**config.mk**
```make
export PLATFORM = sky130hd
export DESIGN_NAME = pipeline_hazard_ctrl
export DESIGN_NICKNAME = d
export VERILOG_FILES = /design/src/rtl/pipeline_hazard_ctrl.sv
export SDC_FILE = /design/constraint.sdc
export NUM_CORES = 1
export LEC_CHECK = 0
export CAP_MARGIN = 20
export CELL_PAD_IN_SITES_DETAIL_PLACEMENT = 0
export CELL_PAD_IN_SITES_GLOBAL_PLACEMENT = 1
export CORE_ASPECT_RATIO = 1.2
export CORE_MARGIN = 2
export CORE_UTILIZATION = 28
export CTS_CLUSTER_DIAMETER = 50
export CTS_CLUSTER_SIZE = 20
export DETAILED_ROUTE_END_ITERATION = 16
export GPL_ROUTABILITY_DRIVEN = 0
export PLACE_DENSITY_LB_ADDON = 0.1
export SYNTH_ARGS = -nofsm -noshare
export SYNTH_HDL_FRONTEND = slang
export SYNTH_SLANG_ARGS = --single-unit
```
**constraint.sdc**
```tcl
create_clock -name i_clk -period 3 [get_ports i_clk]
set_clock_uncertainty 0.1 [all_clocks]
set_input_delay 0.6 -clock i_clk [delete_from_list [all_inputs] [get_ports i_clk]]
set_output_delay 0.6 -clock i_clk [all_outputs]
set_load 0.05 [all_outputs]
```
**src/rtl/pipeline_hazard_ctrl.sv**
```systemverilog
// Stall/flush controller for the IF/ID/EX pipeline: redirects, load-use bubbles, memory wait.
// Optional PIPELINE_HAZARD_PERF_EN adds stall/flush cycle counters.
module pipeline_hazard_ctrl #(
   parameter int unsigned FLUSH_DEPTH    = 1,
   parameter int unsigned LOAD_LATENCY   = 1,
   parameter int unsigned REG_ADDR_WIDTH = 5
) (
   input  logic                      i_clk,
   input  logic                      i_rst,
   input  logic                      i_take_branch,
   input  logic                      i_trap_req,
   input  logic                      i_trap_mret,
   input  logic                      i_mem_busy,
   input  logic                      i_ex_is_load,
   input  logic                      i_ex_regfile_we,
   input  logic [REG_ADDR_WIDTH-1:0] i_ex_rd_addr,
   input  logic                      i_id_rs1_used,
   input  logic                      i_id_rs2_used,
   input  logic [REG_ADDR_WIDTH-1:0] i_id_rs1_addr,
   input  logic [REG_ADDR_WIDTH-1:0] i_id_rs2_addr,
   output logic                      o_pc_hold,
   output logic                      o_ifid_stall,
   output logic                      o_ifid_flush,
   output logic                      o_idex_stall,
   output logic                      o_idex_flush,
`ifdef PIPELINE_HAZARD_PERF_EN
   output logic [31:0]               o_stall_cycles,
   output logic [31:0]               o_flush_cycles,
`endif
   output logic [1:0]                o_state
);

   localparam int unsigned MAX_CNT = (FLUSH_DEPTH > LOAD_LATENCY) ? FLUSH_DEPTH : LOAD_LATENCY;
   localparam int unsigned CNT_W   = $clog2(MAX_CNT + 1);
   localparam logic [CNT_W-1:0] FLUSH_INIT = CNT_W'(FLUSH_DEPTH - 1);
   localparam logic [CNT_W-1:0] LOAD_INIT  = CNT_W'(LOAD_LATENCY - 1);
   localparam logic [CNT_W-1:0] CNT_ONE    = CNT_W'(1);

   typedef enum logic [1:0] {
      RUN        = 2'd0,
      REDIRECT   = 2'd1,
      LOAD_STALL = 2'd2,
      MEM_WAIT   = 2'd3
   } state_t;

   state_t           state, state_n, saved_state, saved_state_n, eff_state;
   logic [CNT_W-1:0] cnt, cnt_n, saved_cnt, saved_cnt_n, eff_cnt;
   logic             trap, haz;

   assign trap = i_trap_req | i_trap_mret;
   assign haz  = i_ex_is_load & i_ex_regfile_we & (i_ex_rd_addr != '0) &
                 ((i_id_rs1_used & (i_id_rs1_addr == i_ex_rd_addr)) |
                  (i_id_rs2_used & (i_id_rs2_addr == i_ex_rd_addr)));

   always_comb begin
      // Leaving MEM_WAIT behaves exactly like the saved state would have this cycle.
      eff_state = state;
      eff_cnt   = cnt;
      if (state == MEM_WAIT && !i_mem_busy) begin
         eff_state = saved_state;
         eff_cnt   = saved_cnt;
      end
      state_n       = eff_state;
      cnt_n         = eff_cnt;
      saved_state_n = saved_state;
      saved_cnt_n   = saved_cnt;
      o_pc_hold     = 1'b0;
      o_ifid_stall  = 1'b0;
      o_ifid_flush  = 1'b0;
      o_idex_stall  = 1'b0;
      o_idex_flush  = 1'b0;

      if (i_rst) begin
         o_pc_hold    = 1'b1;
         o_ifid_flush = 1'b1;
         o_idex_flush = 1'b1;
      end else if (trap || (!i_mem_busy && eff_state == RUN && i_take_branch)) begin
         o_ifid_flush = 1'b1;
         o_idex_flush = 1'b1;
         if (FLUSH_DEPTH > 1) begin
            state_n = REDIRECT;
            cnt_n   = FLUSH_INIT;
         end else begin
            state_n = RUN;
            cnt_n   = '0;
         end
      end else if (i_mem_busy) begin
         o_pc_hold    = 1'b1;
         o_ifid_stall = 1'b1;
         o_idex_stall = 1'b1;
         if (state != MEM_WAIT) begin
            saved_state_n = state;
            saved_cnt_n   = cnt;
         end
         state_n = MEM_WAIT;
         cnt_n   = cnt;
      end else begin
         unique case (eff_state)
            RUN: begin
               if (haz) begin
                  o_pc_hold    = 1'b1;
                  o_ifid_stall = 1'b1;
                  o_idex_flush = 1'b1;
                  if (LOAD_LATENCY > 1) begin
                     state_n = LOAD_STALL;
                     cnt_n   = LOAD_INIT;
                  end
               end
            end
            REDIRECT: begin
               o_ifid_flush = 1'b1;
               o_idex_flush = 1'b1;
               cnt_n        = eff_cnt - CNT_ONE;
               if (eff_cnt == CNT_ONE) begin
                  state_n = RUN;
                  cnt_n   = '0;
               end
            end
            LOAD_STALL: begin
               o_pc_hold    = 1'b1;
               o_ifid_stall = 1'b1;
               o_idex_flush = 1'b1;
               cnt_n        = eff_cnt - CNT_ONE;
               if (eff_cnt == CNT_ONE) begin
                  state_n = RUN;
                  cnt_n   = '0;
               end
            end
            default: begin
               state_n = RUN;
               cnt_n   = '0;
            end
         endcase
      end
   end

   always_ff @(posedge i_clk or posedge i_rst) begin
      if (i_rst) begin
         state       <= RUN;
         cnt         <= '0;
         saved_state <= RUN;
         saved_cnt   <= '0;
      end else begin
         state       <= state_n;
         cnt         <= cnt_n;
         saved_state <= saved_state_n;
         saved_cnt   <= saved_cnt_n;
      end
   end

   assign o_state = state;

`ifdef PIPELINE_HAZARD_PERF_EN
   always_ff @(posedge i_clk or posedge i_rst) begin
      if (i_rst) begin
         o_stall_cycles <= '0;
         o_flush_cycles <= '0;
      end else begin
         if (o_pc_hold)    o_stall_cycles <= o_stall_cycles + 32'd1;
         if (o_idex_flush) o_flush_cycles <= o_flush_cycles + 32'd1;
      end
   end
`endif

endmodule

```
* Yosys cells after proc, flatten, opt, wreduce, memory -nomap -nowiden *
Cells that the tools add are included.

word-level totals
  bits in registers = 6
  input bits = 25
  output and inout port bits = 7
  word-level logic and storage cells = 59

cells by class
  add/subtract/negate cells = 1
  equal/unequal tests = 7
  muxes and demuxes = 29
  bitwise logic cells = 9
  reductions and logical operators = 9

operator list
  cell                   number
  $mux W1                20
  $eq A5 B5 Y1           2
  $mux W2                5
  $pmux W1 S2            3
  $and A1 B1 Y1          5
  $reduce_bool A5 Y1     1
  $eq A2 B2 Y1 const B   2
  $pmux W2 S2            1
  $reduce_and A4 Y1      1
  $logic_and A1 B1 Y1    3
  $ne A3 B2 Y1 const B   1
  $eq A2 B1 Y1 const B   1
  $logic_not A2 Y1       1
  $ne A2 B2 Y1 const B   1
  $not A1 Y1             2
  $or A1 B1 Y1           2
  $reduce_or A2 Y1       1
  $logic_not A1 Y1       1
  $logic_or A1 B1 Y1     1
  $sub A1 B1 Y1 const B  1

* Logic depth before layout (Yosys ltp) *
  word-level depth = 9
  mapped depth = 8
  depth with buffers taken out = 7

* Least setup slack after synthesis *
Ideal clock, no wire load.

  kind = register -> output
  start = register state[1], in the netlist o_state[1]
  end = output port o_ifid_stall
  data arrival time = 2.908 ns
  data required time = 2.300 ns
  setup slack = -0.608 ns
  stages on the path, launching flop included = 7
  path buffers = 0
  cells stage by stage = dfrtp_1 > o31ai_1 > ha_1 > and3b_2 > nor3_1 > nand3_1 > o21ai_0

on the way
  cells in the longest elaborated chain, start to end = 9
  elaborated cells between the ends (all ways) = 12
  those cells by class = eq/ne (2); mux (5); reduce/logical (5)

RTL lines
  what                                                                  line  source
  from (decl)                                                           46    state_t state, state_n, saved_state, saved_state_n, eff_state;
  from (signal assigned)                                                144   state <= state_n;
  $eq A2 B2 Y1                                                          59    if (state == MEM_WAIT && !i_mem_busy) begin
  $logic_and A1 B1 Y1                                                   59
  $mux W2 (*)                                                           59
  parallel branches: the longest is 4 deep, another holds $eq A2 B2 Y1  -
  $mux W1 (*)                                                           77    end else if (trap || (!i_mem_busy && eff_state == RUN && i_take_branch)) begin
  $mux W1 (*)                                                           73    if (i_rst) begin
  to (decl)                                                             22    output logic o_ifid_stall,

Mark *: on every way between the ends.

* Worst setup path after layout *
  start = input port i_ex_rd_addr[2]
  end = output port o_ifid_stall

on the way
  cells in the longest elaborated chain, start to end = 9
  elaborated cells between the ends (all ways) = 13
  those cells by class = eq/ne (2); mux (5); bitwise (5); reduce/logical (1)

RTL lines
  what                              line    source
  from (decl)                       16      input logic [REG_ADDR_WIDTH-1:0] i_ex_rd_addr,
  $eq A5 B5 Y1 (on tied branches)   52, 53
  $and A1 B1 Y1 (on tied branches)  52, 53
  $or A1 B1 Y1                      52      ((i_id_rs1_used & (i_id_rs1_addr == i_ex_rd_addr)) |
  $and A1 B1 Y1 (*)                 51      assign haz = i_ex_is_load & i_ex_regfile_we & (i_ex_rd_addr != '0) &
  $mux W1 (*)                       100     if (haz) begin
  $pmux W1 S2 (*)                   98      unique case (eff_state)
  $mux W1 (*)                       87      end else if (i_mem_busy) begin
  $mux W1 (*)                       77
  $mux W1 (*)                       73

Mark *: on every way between the ends. The rest lies on a longest branch, timed or not.

==> results.cfg <==
[logic_synthesis]
synth.area.top_cells = dfrtp_1, xor2_1, ha_1
synth_ff_type = dfrtp_1
synth_top_area_cell = dfrtp_1
synthArstFlopShare_pct = 100.0
synth.most_common_cell = nor2_1
synth_seq_cells = 6
synth_top_area_share_pct = 22.35
synth_edf_count = 0
synth.distinct_cells = 35
syn_area_per_cell_um2 = 8.399
synth.top_cells.by_count = nor2_1, inv_1, xor2_1, dfrtp_1, a21oi_1
yosysSeqAreaShare_pct = 22.35
netlist_instances = 80
synth.net_count = 109
mappedNetlistArea_um2 = 671.9
yosysWarnings = 0

[die]
core_um2 = 2282
start_util_pct = 29.44
ios = 32
rows = 19
die_h_um = 57.66
dieArea_um2 = 2809
dieWidth_um = 48.72

[pwr]
power_density_nw_per_um2 = 313.2
ir_drop_mv = 0.1661
power_leakage_nw = 0.5948
power_w = 0.0004064

[drt]
ant_nets = 0
vias = 767
via_per_inst = 4.764
routed_wl_um = 1917
dr.pass1.iters = 4
post-route-drc-count = 0
drtIter0Drc = 6
wl_per_cell_um = 11.91

[finish]
syn_to_final_growth_pct = 93.11
drive_gt1_share_pct = 38.46
fillers = 221
fin_cells = 161
fin_nets = 160
stdcell_area_um2 = 1297
antenna_cells = 0

[critical_path]
arrival_ps = 2250
regToRegEndpoint = o_state[0]
cp-start-kind = primary input
crit_fanout = 3
end_kind = output port
ff2ff_path_depth = 8
crit_path_start = i_ex_rd_addr[2]
critPathKind = primary input to output port
crit_required_ps = 2300
reg2reg_from = o_state[0]
r2r_slack_ps = 950

[grt]
grt_overflow = 0
top_usage_layer = met2
antenna_found_initial = 0
grt_max_degree = 10
grt_pass1_vias = 805
grt_pass1_wl_um = 3174
use_met2_pct = 29.75
grt.total_usage_pct = 14.29
gr-usage-met3_pct = 0.7732
use_met1_pct = 13.67

[clock_tree]
cts.clk_slew.worst_paths_ps = 40
cts_buffers = 3
clockBufferDepth = 2
cts-root-buf = clkbuf_4
clock_latency_ps = 250
htreeDepth = 1
cts_sinks = 6
ctsHoldBuffers = 0
cts_tree = yes

[placement]
dp_hpwl_um = 1660
placed_area_um2 = 1199
place_ws_ps = -290.2
place_inst = 154
numPortBuffers = 31

[timing]
worstMarginPinSlew_ps = 489.7
slew_headroom_pct = 67.25
finalMaxSlewViolations = 0
fin_crit_ps = 2952
holdWs_ps = 406.8
fmax_mhz = 338.8
fin_crit_sh_pct = 98.40
postLayoutSetupSlackWorst_ps = 48.01
final_hold_viol_count = 0
setup_viol = 0

[hold_path]
hold_start = saved_cnt
whs_endpoint = saved_cnt
min_path_type = flip-flop to flip-flop
hold_depth = 1

[outcome]
status = completed

[run]
drv_cap = 0
layout make-up:
cell class              count  area, um2  area share [%]
clock buffers               4      26.28           2.025
multi-input cells          64      575.6           44.36
well taps                  31      38.79           2.989
repair buffers             48      469.2           36.16
inverters                   8      32.53           2.507
flip-flops and latches      6      155.1           11.96
layer usage:
metal / up-vias / part of all wire (%)
li1: 380 / -
met1: 357 / 36
met2: 26 / 58
met3: 4 / 4.3
met4: 0 / 1.7
met5: - / 0
critical path: stages:
cell,delay [ps]
clkdlybuf4s50_1,460
xor2_1,190
nor4_2,330
a32oi_2,150
buf_4,180
o21ai_2,180
buf_12,160
placed cells by master (no fill, tap or decap), drive strengths merged, types with 3 or more instances in the layout:
| master | Yosys | layout |
|---|---|---|
| xor2 | 8 | 8 |
| a21oi | 6 | 6 |
| nand2 | 3 | 3 |
| nor3 | 3 | 3 |
| ha | 4 | 4 |
| buf | 2 | 22 |
| dlymetal6s2s | 0 | 3 |
| o21ai | 5 | 5 |
| clkdlybuf4s50 | 0 | 22 |
| inv | 8 | 8 |
| clkbuf | 0 | 5 |
| nor2 | 9 | 9 |
| dfrtp | 6 | 6 |
report_power, final:
group / leakage, nW / internal, W / switching, W
clock network: 0.0150 / 0.0000504 / 0.0000301
registers: 0.0733 / 0.0000967 / 0.0000223
logic: 0.506 / 0.000109 / 0.0000982
cells by family (layout without fill, tap and decap cells):
family          after synthesis  in the layout  share of synthesized area (%)
buf+inv                      10             60                          7.821
compound gates               18             18                          18.81
fa+ha+maj                     4              4                          7.449
simple gates                 29             29                          25.33
mux                           3              3                          5.214
xor+xnor                     10             10                          13.04
flops                         6              6                          22.35
metrics by stage:
stage          utilization [%]  setup TNS (ps)
2_1_floorplan                -          -12.38
3_3_place_gp             52.52          -567.5
3_5_place_dp             52.52          -682.0
4_1_cts                  54.82               0
5_1_grt                  56.85          -2.032
6_report                 56.85               0
state kept, by name (all words and copies together), names as in the netlist:
register / count
cnt: 1
o_state: 2
saved_cnt: 1
saved_state: 2
repair_timing:
action / CTS / global route
endpoints found under the hold margin: 0 / 0
endpoints found under the setup margin: 3 / 3
pin swaps: 1 / 3
gates resized for setup: 8 / 9
buffers inserted: 0 / 3
worst max-delay path by stage:
stage                    to  slack, ps  cells after the start
2_1_floorplan     o_pc_hold        -10                      8
3_3_place_gp      o_pc_hold       -260                      9
3_5_place_dp      o_pc_hold       -290                      9
4_1_cts           o_pc_hold          7                      8
5_1_grt           o_pc_hold         -2                      6
6_report       o_ifid_stall         50                      7
Note: power is estimated with default switching activity, not from simulation.
